<file path="config.mk">
export PLATFORM = sky130hd
export DESIGN_NAME = uart16550_tx_sched_flat
export DESIGN_NICKNAME = d
export VERILOG_FILES = /design/src/rtl/uart16550_pkg.sv /design/src/rtl/uart16550_tx_sched_if.sv /design/src/rtl/uart16550_sync2.sv /design/src/rtl/uart16550_tx_sched.sv /design/src/flat_wrapper.sv
export SDC_FILE = /design/constraint.sdc
export NUM_CORES = 1
export LEC_CHECK = 0
export ABC_CLOCK_PERIOD_IN_PS = 3400
export CAP_MARGIN = 20
export CORE_ASPECT_RATIO = 0.9
export CORE_UTILIZATION = 40
export DETAILED_ROUTE_END_ITERATION = 16
export PLACE_DENSITY = 0.87
export SYNTH_ARGS = -nofsm -noshare
export SYNTH_HDL_FRONTEND = slang
export SYNTH_SLANG_ARGS = --single-unit
</file>
<file path="constraint.sdc">
create_clock -name clk_i -period 3.4 [get_ports clk_i]
set_input_delay 0.51 -clock clk_i [delete_from_list [all_inputs] [get_ports clk_i]]
set_output_delay 0.51 -clock clk_i [all_outputs]
set_load 0.1 [all_outputs]
</file>
<file path="src/rtl/uart16550_pkg.sv">
// rtl/uart16550_pkg.sv - shared UART16550 types and constants
// Contents:
//   stage_state_e  staging register state (ST_EMPTY / ST_FC / ST_DATA)
//   XON_DEFAULT    default XON flow-control character
//   XOFF_DEFAULT   default XOFF flow-control character
package uart16550_pkg;

    typedef enum logic [1:0] {
        ST_EMPTY = 2'd0,
        ST_FC    = 2'd1,
        ST_DATA  = 2'd2
    } stage_state_e;

    localparam logic [7:0] XON_DEFAULT  = 8'h11;
    localparam logic [7:0] XOFF_DEFAULT = 8'h13;

endpackage

</file>
<file path="src/rtl/uart16550_tx_sched_if.sv">
// rtl/uart16550_tx_sched_if.sv - TX FIFO and transmitter handshake bundle
// Signals:
//   fifo_empty_i  TX FIFO empty
//   fifo_q_i      TX FIFO head (show-ahead)
//   fifo_pop_o    pop TX FIFO head
//   tx_pop_i      transmitter takes tx_d_o this cycle
//   tx_d_o        staged character
//   tx_thre_o     transmitter holding register empty
//   sr_empty_i    transmitter shift register empty
// Modports: master = scheduler side, slave = FIFO/transmitter side.
interface uart16550_tx_sched_if;

    logic       fifo_empty_i;
    logic [7:0] fifo_q_i;
    logic       fifo_pop_o;
    logic       tx_pop_i;
    logic [7:0] tx_d_o;
    logic       tx_thre_o;
    logic       sr_empty_i;

    modport master (
        input  fifo_empty_i, fifo_q_i, tx_pop_i, sr_empty_i,
        output fifo_pop_o, tx_d_o, tx_thre_o
    );

    modport slave (
        output fifo_empty_i, fifo_q_i, tx_pop_i, sr_empty_i,
        input  fifo_pop_o, tx_d_o, tx_thre_o
    );

endinterface

</file>
<file path="src/rtl/uart16550_sync2.sv">
// rtl/uart16550_sync2.sv - generic 2-flop synchronizer for modem inputs
// Ports:
//   clk_i   clock
//   rst_ni  asynchronous active-low reset, both flops load RESET_VAL
//   d_i     asynchronous input
//   q_o     synchronized output
module uart16550_sync2 #(
    parameter logic RESET_VAL = 1'b0
) (
    input  logic clk_i,
    input  logic rst_ni,
    input  logic d_i,
    output logic q_o
);

    logic meta_q;

    always_ff @(posedge clk_i or negedge rst_ni) begin
        if (!rst_ni) begin
            meta_q <= RESET_VAL;
            q_o    <= RESET_VAL;
        end else begin
            meta_q <= d_i;
            q_o    <= meta_q;
        end
    end

endmodule

</file>
<file path="src/rtl/uart16550_tx_sched.sv">
// rtl/uart16550_tx_sched.sv - transmit scheduler: FIFO vs XON/XOFF arbitration
// Ports:
//   clk_i, rst_ni        clock, asynchronous active-low reset
//   afe_i                auto flow control enable (CTS gating of FIFO data)
//   swfc_en_i            software flow control enable
//   cts_ni               modem CTS, active low, asynchronous
//   xon_req_i/xoff_req_i single-cycle flow-control requests
//   tx_if                FIFO / transmitter handshake (master modport)
//   temt_o               LSR.TEMT
//   xoff_sent_o          last flow-control character sent was XOFF
module uart16550_tx_sched
    import uart16550_pkg::*;
#(
    parameter logic [7:0] XON_CHAR  = XON_DEFAULT,
    parameter logic [7:0] XOFF_CHAR = XOFF_DEFAULT
) (
    input  logic                        clk_i,
    input  logic                        rst_ni,
    input  logic                        afe_i,
    input  logic                        swfc_en_i,
    input  logic                        cts_ni,
    input  logic                        xon_req_i,
    input  logic                        xoff_req_i,
    uart16550_tx_sched_if.master        tx_if,
    output logic                        temt_o,
    output logic                        xoff_sent_o
);

    stage_state_e state_q, state_d;
    logic [7:0]   data_q, data_d;
    logic         fc_xoff_q, fc_xoff_d;     // staged FC character is XOFF
    logic         xon_pend_q, xon_pend_d;
    logic         xoff_pend_q, xoff_pend_d;
    logic         xoff_sent_q, xoff_sent_d;
    logic         cts_sync;
    logic         cts_ok;
    logic         load_fifo;

    uart16550_sync2 #(.RESET_VAL(1'b1)) u_cts_sync (
        .clk_i  (clk_i),
        .rst_ni (rst_ni),
        .d_i    (cts_ni),
        .q_o    (cts_sync)
    );

    assign cts_ok = !afe_i || !cts_sync;

    // FIFO data is only taken when no flow-control character is waiting.
    assign load_fifo = (state_q == ST_EMPTY) && !xoff_pend_q && !xon_pend_q &&
                       !tx_if.fifo_empty_i && cts_ok;

    always_ff @(posedge clk_i or negedge rst_ni) begin
        if (!rst_ni) begin
            state_q     <= ST_EMPTY;
            data_q      <= 8'h00;
            fc_xoff_q   <= 1'b0;
            xon_pend_q  <= 1'b0;
            xoff_pend_q <= 1'b0;
            xoff_sent_q <= 1'b0;
        end else begin
            state_q     <= state_d;
            data_q      <= data_d;
            fc_xoff_q   <= fc_xoff_d;
            xon_pend_q  <= xon_pend_d;
            xoff_pend_q <= xoff_pend_d;
            xoff_sent_q <= xoff_sent_d;
        end
    end

    always_comb begin
        state_d     = state_q;
        data_d      = data_q;
        fc_xoff_d   = fc_xoff_q;
        xon_pend_d  = xon_pend_q;
        xoff_pend_d = xoff_pend_q;
        xoff_sent_d = xoff_sent_q;

        case (state_q)
            ST_EMPTY: begin
                if (xoff_pend_q) begin
                    state_d     = ST_FC;
                    data_d      = XOFF_CHAR;
                    fc_xoff_d   = 1'b1;
                    xoff_pend_d = 1'b0;
                end else if (xon_pend_q) begin
                    state_d    = ST_FC;
                    data_d     = XON_CHAR;
                    fc_xoff_d  = 1'b0;
                    xon_pend_d = 1'b0;
                end else if (load_fifo) begin
                    state_d = ST_DATA;
                    data_d  = tx_if.fifo_q_i;
                end
            end
            ST_FC: begin
                if (tx_if.tx_pop_i) begin
                    state_d     = ST_EMPTY;
                    xoff_sent_d = fc_xoff_q;
                end
            end
            ST_DATA: begin
                if (tx_if.tx_pop_i) begin
                    state_d = ST_EMPTY;
                end
            end
            default: state_d = ST_EMPTY;
        endcase

        // New requests are applied after the load so a request arriving in
        // the load cycle is kept pending rather than lost.
        if (!swfc_en_i) begin
            xon_pend_d  = 1'b0;
            xoff_pend_d = 1'b0;
        end else if (xoff_req_i) begin
            xoff_pend_d = 1'b1;
            xon_pend_d  = 1'b0;
        end else if (xon_req_i) begin
            xon_pend_d  = 1'b1;
            xoff_pend_d = 1'b0;
        end
    end

    always_comb begin
        tx_if.fifo_pop_o = load_fifo;
        tx_if.tx_d_o     = data_q;
        xoff_sent_o      = xoff_sent_q;
        temt_o           = (state_q == ST_EMPTY) && tx_if.fifo_empty_i &&
                           tx_if.sr_empty_i && !xon_pend_q && !xoff_pend_q;
        case (state_q)
            ST_FC:   tx_if.tx_thre_o = 1'b0;
            ST_DATA: tx_if.tx_thre_o = !cts_ok;   // held byte waits for CTS
            default: tx_if.tx_thre_o = 1'b1;
        endcase
    end

endmodule

</file>
<file path="src/flat_wrapper.sv">
// flat-port wrapper written by rule: the top's interface ports become plain ports
module uart16550_tx_sched_flat import uart16550_pkg::*;
#(
    parameter logic [7:0] XON_CHAR  = XON_DEFAULT,
    parameter logic [7:0] XOFF_CHAR = XOFF_DEFAULT
)
  (clk_i, rst_ni, afe_i, swfc_en_i, cts_ni, xon_req_i, xoff_req_i, temt_o, xoff_sent_o, tx_if_fifo_empty_i, tx_if_fifo_q_i, tx_if_tx_pop_i, tx_if_sr_empty_i, tx_if_fifo_pop_o, tx_if_tx_d_o, tx_if_tx_thre_o);
  uart16550_tx_sched_if tx_if_i ();
  input  logic clk_i;
  input  logic rst_ni;
  input  logic afe_i;
  input  logic swfc_en_i;
  input  logic cts_ni;
  input  logic xon_req_i;
  input  logic xoff_req_i;
  output logic temt_o;
  output logic xoff_sent_o;
  input wire logic [$bits(tx_if_i.fifo_empty_i)-1:0] tx_if_fifo_empty_i;
  input wire logic [$bits(tx_if_i.fifo_q_i)-1:0] tx_if_fifo_q_i;
  input wire logic [$bits(tx_if_i.tx_pop_i)-1:0] tx_if_tx_pop_i;
  input wire logic [$bits(tx_if_i.sr_empty_i)-1:0] tx_if_sr_empty_i;
  output wire logic [$bits(tx_if_i.fifo_pop_o)-1:0] tx_if_fifo_pop_o;
  output wire logic [$bits(tx_if_i.tx_d_o)-1:0] tx_if_tx_d_o;
  output wire logic [$bits(tx_if_i.tx_thre_o)-1:0] tx_if_tx_thre_o;
  assign tx_if_i.fifo_empty_i = tx_if_fifo_empty_i;
  assign tx_if_i.fifo_q_i = tx_if_fifo_q_i;
  assign tx_if_i.tx_pop_i = tx_if_tx_pop_i;
  assign tx_if_i.sr_empty_i = tx_if_sr_empty_i;
  assign tx_if_fifo_pop_o = tx_if_i.fifo_pop_o;
  assign tx_if_tx_d_o = tx_if_i.tx_d_o;
  assign tx_if_tx_thre_o = tx_if_i.tx_thre_o;
  uart16550_tx_sched #(.XON_CHAR(XON_CHAR), .XOFF_CHAR(XOFF_CHAR)) u_core (.clk_i(clk_i), .rst_ni(rst_ni), .afe_i(afe_i), .swfc_en_i(swfc_en_i), .cts_ni(cts_ni), .xon_req_i(xon_req_i), .xoff_req_i(xoff_req_i), .tx_if(tx_if_i), .temt_o(temt_o), .xoff_sent_o(xoff_sent_o));
endmodule
</file>
== Word-level counts from Yosys, hierarchy flattened ==
Cells that the tools add are included.
Widths: inputs -> output; s select.

* Flip-flop bits (word level): 16
* Latch bits: 0
* Bits in writable memories: 0
* Bits in read-only memories: 0
* Bits of input ports: 18
* Output and inout port bits: 12
* Word-level logic and storage cells: 58
* Memories: 0

* Add/subtract/negate cells: 0
* Multiply operators: 0
* Div/mod/pow operators: 0
* $lt $le $gt $ge: 0
* Equality and inequality tests: 6
* Shift-type cells: 0
* Multiplexer cells: 20
* Bitwise gates (word level): 0
* Reductions and logical operators: 24

{| class="wikitable"
|+ Operators with widths
! cell !! number
|-
| $mux 8 || 3
|-
| $mux 1 || 11
|-
| $reduce_and 2->1 || 5
|-
| $logic_and 1x1->1 || 8
|-
| $mux 2 || 4
|-
| $logic_not 1->1 || 6
|-
| $ne 4x1->1 const B || 1
|-
| $ne 4x2->1 const B || 1
|-
| $ne 4x4->1 const B || 1
|-
| $pmux 2 s2 || 1
|-
| $reduce_bool 3->1 || 1
|-
| $eq 2x1->1 const B || 1
|-
| $eq 2x2->1 const B || 1
|-
| $logic_not 2->1 || 1
|-
| $ne 2x1->1 const B || 1
|-
| $pmux 1 s2 || 1
|-
| $reduce_bool 2->1 || 1
|-
| $reduce_or 2->1 || 1
|-
| $logic_or 1x1->1 || 1
|}

== Longest topological paths before layout ==
Gate-level depths: netlist of the first run.

* Depth after elaboration: 9
* Mapped depth: 6
* Mapped depth without buffers: 5

== Cells and area by module ==
From an unflattened synthesis of the first run, not the netlist that was laid out.

* Cell total of the unflattened synthesis: 61
* Area, all modules: 708.2 sq um

{| class="wikitable"
|+ Modules (own cells, without submodules)
! module !! instances !! cells each !! area an instance (sq um) !! seq. area each (sq um)
|-
| uart16550_tx_sched || 1 || 59 || 655.6 || 350.3
|-
| uart16550_sync2 || 1 || 2 || 52.6 || 52.6
|}

== Worst setup path before layout of the first run ==
OpenSTA, ideal clock, no wires.

* Kind: reg2out
* From: register u_core.state_q[0]
* To: output tx_if_tx_thre_o
* Arrival time: 2.709 ns
* Required time: 2.890 ns
* Slack: 0.181 ns
* Cell stages (with the launch flop): 4
* Path buffers: 0
* Cells stage by stage: dfrtp_1 inv_1 ha_1 o21ai_0

* Longest elaborated chain between the ends: 2
* Elaborated cells on any way between the ends: 3
* Those cells by class: 2 x eq/ne; 1 x mux

{| class="wikitable"
|+ Ends and longest elaborated chain
! what !! RTL line !! text
|-
| from (decl) || uart16550_tx_sched.sv:29 || <nowiki>stage_state_e state_q, state_d;</nowiki>
|-
| from (signal assigned) || uart16550_tx_sched.sv:61 || <nowiki>state_q <= state_d;</nowiki>
|-
| $eq 2x2->1 / $eq 2x1->1 (equally long branches) || uart16550_tx_sched.sv:129 || <nowiki>case (state_q)</nowiki>
|-
| $pmux 1 s2 * || uart16550_tx_sched.sv:129 ||
|-
| to (decl) || flat_wrapper.sv:24 || <nowiki>output wire logic [$bits(tx_if_i.tx_thre_o)-1:0] tx_if_tx_thre_o;</nowiki>
|}

Mark *: on every way between the ends. The rest lies on a longest branch, timed or not.

== Worst setup path after layout of the first run ==
* From: register u_core.state_q[0]
* To: output tx_if_fifo_pop_o

* Longest elaborated chain between the ends: 5

{| class="wikitable"
|+ Ends and longest elaborated chain
! what !! RTL line !! text
|-
| $logic_not 2->1 || uart16550_tx_sched.sv:49 || <nowiki>assign load_fifo = (state_q == ST_EMPTY) && !xoff_pend_q && !xon_pend_q &&</nowiki>
|-
| $logic_and 1x1->1 (3 in a row) || uart16550_tx_sched.sv:49 ||
|-
| $logic_and 1x1->1 || uart16550_tx_sched.sv:50 || <nowiki>!tx_if.fifo_empty_i && cts_ok;</nowiki>
|-
| to (decl) || flat_wrapper.sv:22 || <nowiki>output wire logic [$bits(tx_if_i.fifo_pop_o)-1:0] tx_if_fifo_pop_o;</nowiki>
|}

No other way between the ends.

==> results of run 1 <==
sequential cells by signal, summed over array words and instances, names as in the netlist:
signal and cells:
u_core.state_q 2, u_core.tx_if.tx_d_o 8, u_core.fc_xoff_q 1, u_core.xon_pend_q 1, u_core.u_cts_sync.meta_q 1, u_core.xoff_pend_q 1, u_core.u_cts_sync.q_o 1, u_core.xoff_sent_o 1
per-layer routing:
| metal | GRT usage | share of wire | vias up |
|---|---|---|---|
| li1 | - | - | 279 |
| met1 | 0.219 | 0.46 | 261 |
| met2 | 0.260 | 0.47 | 19 |
| met3 | 0.0638 | 0.059 | 2 |
| met4 | 0.0514 | 0.0066 | 0 |
| met5 | 0 | 0 | - |
Yosys cell counts:
master | instances | area (um2)
dfstp_2 | 2 | 52.6
inv_2 | 1 | 3.75
nor3b_1 | 1 | 7.51
mux2_2 | 1 | 11.3
a22o_2 | 1 | 10.0
inv_1 | 3 | 11.3
buf_4 | 1 | 7.51
dfrtp_1 | 14 | 350
a21oi_4 | 1 | 16.3
ha_1 | 3 | 37.5
a22o_1 | 5 | 43.8
nand3_1 | 1 | 5.00
o31a_1 | 1 | 8.76
nand2_1 | 5 | 18.8
nor2b_1 | 1 | 6.26
nand3_2 | 1 | 10.0
nor2_2 | 1 | 6.26
nor2_1 | 2 | 7.51
nand2b_1 | 2 | 12.5
and2_0 | 1 | 6.26
o22a_2 | 2 | 20.0
mux2i_1 | 2 | 20.0
o21ai_0 | 3 | 15.0
a21oi_1 | 4 | 20.0
o31ai_4 | 1 | 21.3
o2bb2ai_1 | 1 | 8.76
critical path, stage by stage, from the launching register on:
cell	delay, ps
dfrtp_1	410
inv_1	90
ha_1	460
nand3_2	180
inv_2	150
buf_4	300
worst paths after layout:
check / from / end / slack (ps) / cells past startpoint
max in group asynchronous: rst_ni / u_core.tx_if.tx_d_o[5]$_DFFE_PN0P_ / 2330 / 1
max reg2reg: u_core.state_q[0]$_DFFE_PN0P_ / u_core.tx_if.tx_d_o[3]$_DFFE_PN0P_ / 1860 / 5
min reg2reg: u_core.u_cts_sync.meta_q$_DFF_PN1_ / u_core.u_cts_sync.q_o$_DFF_PN1_ / 360 / 0
min: u_core.u_cts_sync.meta_q$_DFF_PN1_ / u_core.u_cts_sync.q_o$_DFF_PN1_ / 360 / 0
max: u_core.state_q[0]$_DFFE_PN0P_ / tx_if_fifo_pop_o / 1010 / 5
min in group asynchronous: rst_ni / u_core.state_q[1]$_DFFE_PN0P_ / 640 / 1
cells by family after synthesis:
| logic type | synth area share |
|---|---|
| AO/OA/AOI/OAI | 0.222 |
| adder cells (fa/ha/maj) | 0.0509 |
| buffers and inverters | 0.0305 |
| flip-flops | 0.546 |
| multiplexers | 0.0424 |
| AND/OR/NAND/NOR | 0.108 |
per-stage QoR:
stage	instances	hold WS (ps)	setup slack [ps]	cell area [um2]
2_1_floorplan	61	214	181	738
3_3_place_gp	113	348	1080	1040
3_5_place_dp	113	350	1020	1040
4_1_cts	117	362	1010	1070
5_1_grt	117	363	914	1070
6_report	117	362	1010	1070
final cells by class:
cell class,instances,area [um2],share of cell area
flip-flops and latches,16,403,0.377
multi-input cells,40,313,0.292
repair buffers,29,283,0.264
well taps,24,30.0,0.0281
clock buffers,4,26.3,0.0246
inverters,4,15.0,0.0140
==> metrics.md, run 1 <==
| Metric | Value |
|---|---|
| Vias in the first global route | between 500 and 600 |
| H-tree depth | 1 |
| CTS buffer count | 3 |
| Total GRT Usage | 0.170 |
| Final slew viol count | 0 |
| Area grow syn2layout | 44.9% |
| Yosys reg bits | 16 |
| Max frequency | around 0.42 GHz |
| Library cells used by synthesis | 26 |
| Final setup vio count | 0 |
| Worst Max-Slew Pin Slew | 968 ps |
| Setup Fix Bufs, Post-CTS | 0 |
| Layout cell share with drive strength beyond 1 | 0.183 |
| CP arrival | 1880 ps |
| Slew margin rel. | 0.352 |
| Most common cell after layout, fill and taps aside | clkdlybuf4s50_1 |
| DRC viols | 0 |
| Total gr overflow | 0 |
| Chip height | 42.8 um |
| I/O pin cnt | 30 |
| Initial antenna violation count | 0 |
| Clock root cell | clkbuf_4 |
| CP Data Required Time | 2890 ps |
| Filler cells | 148 |
| N_diodes | 0 |
| Period Utilization, post-route | 0.704 |
| CTS clk-pin slew, worst paths | about 90 ps |
| CP Launch Type | flop |
| Core ar. | 1700 um2 |
| Initial DRC count | 7 |
| Routed len/inst | 12.9 um |
| Site Rows | 14 |
| Setup TNS | 0 ps |
| Syn Inst Count | between 60 and 70 |
| Port Buffers | 29 |
| Status | finished clean |
| TritonCTS clock tree | yes |
| Syn_area_per_cell | 12.1 um2 |
| Final net count | 115 |
| Mapped Nets | 82 |
| Finished Core Util | 0.630 |
| Final antenna-violating net count | 0 |
| Most frequent cells in the layout | 26 x clkdlybuf4s50_1, 14 x dfrtp_1, 5 x nand2_1, 5 x a22o_1, 4 x a21oi_1 |
| Hold buffers post-CTS | 0 |
| Final hold vios | 0 |
| Total wire length | 1520 um |
| Vias per cell | 4.79 |
| Unrepaired setup endpoints after global routing | no |
| Clock latency on the worst-skew pair | 280 ps |
| GPL Wtd Cong | 0.692 |
| Longest Clk Path Bufs | 2 |
| Post-DP HPWL | 1190 um |
| DRT Pass-1 Iters | 3 |
| Maximum number of pins on one net before global-route repair | 17 |
| Hold Crit Class | flop to flop |
| Die Width | 47.3 um |
| Synthesized area | 738 um2 |
| PostCTS Resize Cnt | 0 |
| Clk sinks | 16 |
| CP endpoint kind | primary output |
| YS warnings | 0 |
| First-pass GRT wire length | roughly 2400 um |
| Maxcap violations | 0 |
| DIE AREA | 2020 um2 |
| Sequential area share after synthesis | 0.546 |
| Initial core utilization | 0.434 |
| Worst Path Max Fanout | 12 |
| Tmin final | 2390 ps |
| Clk_skew | 1.25 ps |
| Via Count | around 560 |
| Critical path type | flop to primary output |
Power of run 1 is left out: the tool's default activity adds up to more than one toggle a clock period on the data nets, which glitch-free logic cannot reach.
==> run 2, diff against run 1 <==
--- a/config.mk
+++ b/config.mk
@@ -5,12 +5,12 @@
 export SDC_FILE = /design/constraint.sdc
 export NUM_CORES = 1
 export LEC_CHECK = 0
-export ABC_CLOCK_PERIOD_IN_PS = 3400
+export ABC_CLOCK_PERIOD_IN_PS = 1950
 export CAP_MARGIN = 20
 export CORE_ASPECT_RATIO = 0.9
-export CORE_UTILIZATION = 40
+export CORE_UTILIZATION = 37
 export DETAILED_ROUTE_END_ITERATION = 16
-export PLACE_DENSITY = 0.87
+export PLACE_DENSITY = 0.85
 export SYNTH_ARGS = -nofsm -noshare
 export SYNTH_HDL_FRONTEND = slang
 export SYNTH_SLANG_ARGS = --single-unit
==> constraint.sdc (replaced) <==
create_clock -name clk_i -period 1.95 [get_ports clk_i]
set_input_delay 0.2925 -clock clk_i [delete_from_list [all_inputs] [get_ports clk_i]]
set_output_delay 0.2925 -clock clk_i [all_outputs]
set_load 0.1 [all_outputs]
==> run 2 against run 1 <==
Effect of this change: worst setup slack got worse by 800 ps; final cell count increased by 1.7%; sequential share of layout area decreased by 1.7 points; non-clock buffer count increased by 2; hold slack got worse by 1.8 ps; final area increased by 4.8%; clock skew increased by 1.0 ps; core utilization increased by 0.41 points.
==> metrics.md, run 2 (synthesis gave the netlist of run 1 again) <==
| Metric | Value |
|---|---|
| Via Count | 564 (+0.53%) |
| CP endpoint kind | primary output |
| Final slew viol count | 0 (unchanged) |
| Max frequency | 0.574 GHz |
| DIE AREA | 2180 um2 (+7.7%) |
| Unrepaired setup endpoints after global routing | no |
| Final hold vios | 0 (unchanged) |
| Vias per cell | 4.74 (-1.2%) |
| Initial antenna violation count | 0 (unchanged) |
| CP arrival | 1450 ps (-430 ps) |
| Final antenna-violating net count | 0 (unchanged) |
| Worst Max-Slew Pin Slew | 685 ps (-283 ps) |
| Clock root cell | clkbuf_4 |
| Worst Path Max Fanout | 3 (-9) |
| Status | finished clean |
| Longest Clk Path Bufs | 2 (unchanged) |
| CP Data Required Time | 1660 ps (-1230 ps) |
| Period Utilization, post-route | 0.894 |
| DRT Pass-1 Iters | 4 (+1) |
| PostCTS Resize Cnt | 0 (unchanged) |
| DRC viols | 0 (unchanged) |
| Setup Fix Bufs, Post-CTS | 0 (unchanged) |
| Total gr overflow | 0 (unchanged) |
| Port Buffers | 29 (unchanged) |
| Site Rows | 14 (unchanged) |
| Maximum number of pins on one net before global-route repair | 17 (unchanged) |
| Total wire length | 1520 um (+0.13%) |
| Final net count | 117 (+1.7%) |
| Total GRT Usage | 0.149 (-0.0207) |
| Tmin final | 1740 ps |
| Die Width | 49.1 um (+3.8%) |
| TritonCTS clock tree | yes |
| CTS buffer count | 3 (unchanged) |
| Slew margin rel. | 0.542 (+0.189) |
| Final setup vio count | 0 (unchanged) |
| Most common cell after layout, fill and taps aside | clkdlybuf4s50_1 |
| Clk_skew | 2.27 ps (+1.02 ps) |
| Maxcap violations | 0 (unchanged) |
| Hold buffers post-CTS | 0 (unchanged) |
| I/O pin cnt | 30 (unchanged) |
| CP Launch Type | flop |
| Critical path type | flop to primary output |
| GPL Wtd Cong | 0.709 (+2.6%) |
| CTS clk-pin slew, worst paths | 90 ps (about the same) |
| First-pass GRT wire length | 2400 um (+1.5%) |
| Most frequent cells in the layout | 17 x clkdlybuf4s50_1, 14 x dfrtp_1, 11 x buf_4 |
| Core ar. | 1770 um2 (+4.1%) |
| Layout cell share with drive strength beyond 1 | 0.326 (+0.144) |
| Fin cells | 119 (+1.7%) |
| N_diodes | 0 (unchanged) |
| Post-DP HPWL | 1220 um (+2.2%) |
| Area grow syn2layout | 51.9% |
| Setup TNS | 0 ps (unchanged) |
| Routed len/inst | 12.7 um (-1.6%) |
| Clock latency on the worst-skew pair | 280 ps (about the same) |
| DP Cell Count | 115 (+1.8%) |
| Chip height | 44.4 um (+3.8%) |
| Initial core utilization | 0.417 (-0.0172) |
| H-tree depth | 1 (unchanged) |
| Hold Crit Class | flop to flop |
| Max FFs per register | 8 (unchanged) |
| Clk sinks | 16 (unchanged) |
| Initial DRC count | 3 (-4) |
| Vias in the first global route | 573 (+5.3%) |
==> run 2: metal layers <==
metal / up-vias / wire length (um) / track usage
li1: 283 / - / -
met1: 264 / 705 / 0.183
met2: 15 / 743 / 0.255
met3: 2 / 44 / 0.0206
met4: 0 / 23 / 0.0882
met5: - / 0 / 0
==> run 2: critical path, stage by stage, from the launching register on <==
cell and delay, ps:
dfrtp_1 410, inv_1 90, ha_1 220, nand2_1 130, nor2_4 140, buf_12 180
==> run 2: worst paths after layout <==
check / from / endpoint / slack (ps) / cells past startpoint
worst max-delay path: u_core.state_q[0]$_DFFE_PN0P_ / temt_o / 210 / 5
worst min-delay path: u_core.u_cts_sync.meta_q$_DFF_PN1_ / u_core.u_cts_sync.q_o$_DFF_PN1_ / 360 / 0
worst max register to register: u_core.state_q[0]$_DFFE_PN0P_ / u_core.tx_if.tx_d_o[1]$_DFFE_PN0P_ / 580 / 6
worst min register to register: u_core.u_cts_sync.meta_q$_DFF_PN1_ / u_core.u_cts_sync.q_o$_DFF_PN1_ / 360 / 0
max in group asynchronous: rst_ni / u_core.state_q[0]$_DFFE_PN0P_ / 1100 / 1
min in group asynchronous: rst_ni / u_core.tx_if.tx_d_o[6]$_DFFE_PN0P_ / 420 / 1
==> run 2: area by class of cell <==
type | count | area, um2
Timing Repair Buffer | 31 | 313
Clock buffer | 4 | 36.3
Inverter | 4 | 15.0
Sequential cell | 16 | 403
Tap cell | 24 | 30.0
Fill cell | 145 | 648
Multi-Input combinational cell | 40 | 324
==> run 2: stage by stage <==
step                cell area, um2  utilization  hold slack [ps]  setup WS (ps)
global placement              1080        0.613              348            294
finish                        1120        0.634              360            207
detailed placement            1080        0.613              347            259
CTS                           1120        0.634              361            185
floorplan                      749            -            -3.09            228
global route                  1120        0.634              368           91.0
Power of run 2 is left out for the same reason.
==> run 3, diff against run 2 <==
--- a/config.mk
+++ b/config.mk
@@ -9,6 +9,7 @@
 export CAP_MARGIN = 20
 export CORE_ASPECT_RATIO = 0.9
 export CORE_UTILIZATION = 37
+export CTS_CLUSTER_SIZE = 16
 export DETAILED_ROUTE_END_ITERATION = 16
 export PLACE_DENSITY = 0.85
 export SYNTH_ARGS = -nofsm -noshare
==> results of run 3 <==
Same layout as run 2: the final DEF is identical, and so are final timing and power.
Power of run 3 is left out for the same reason.
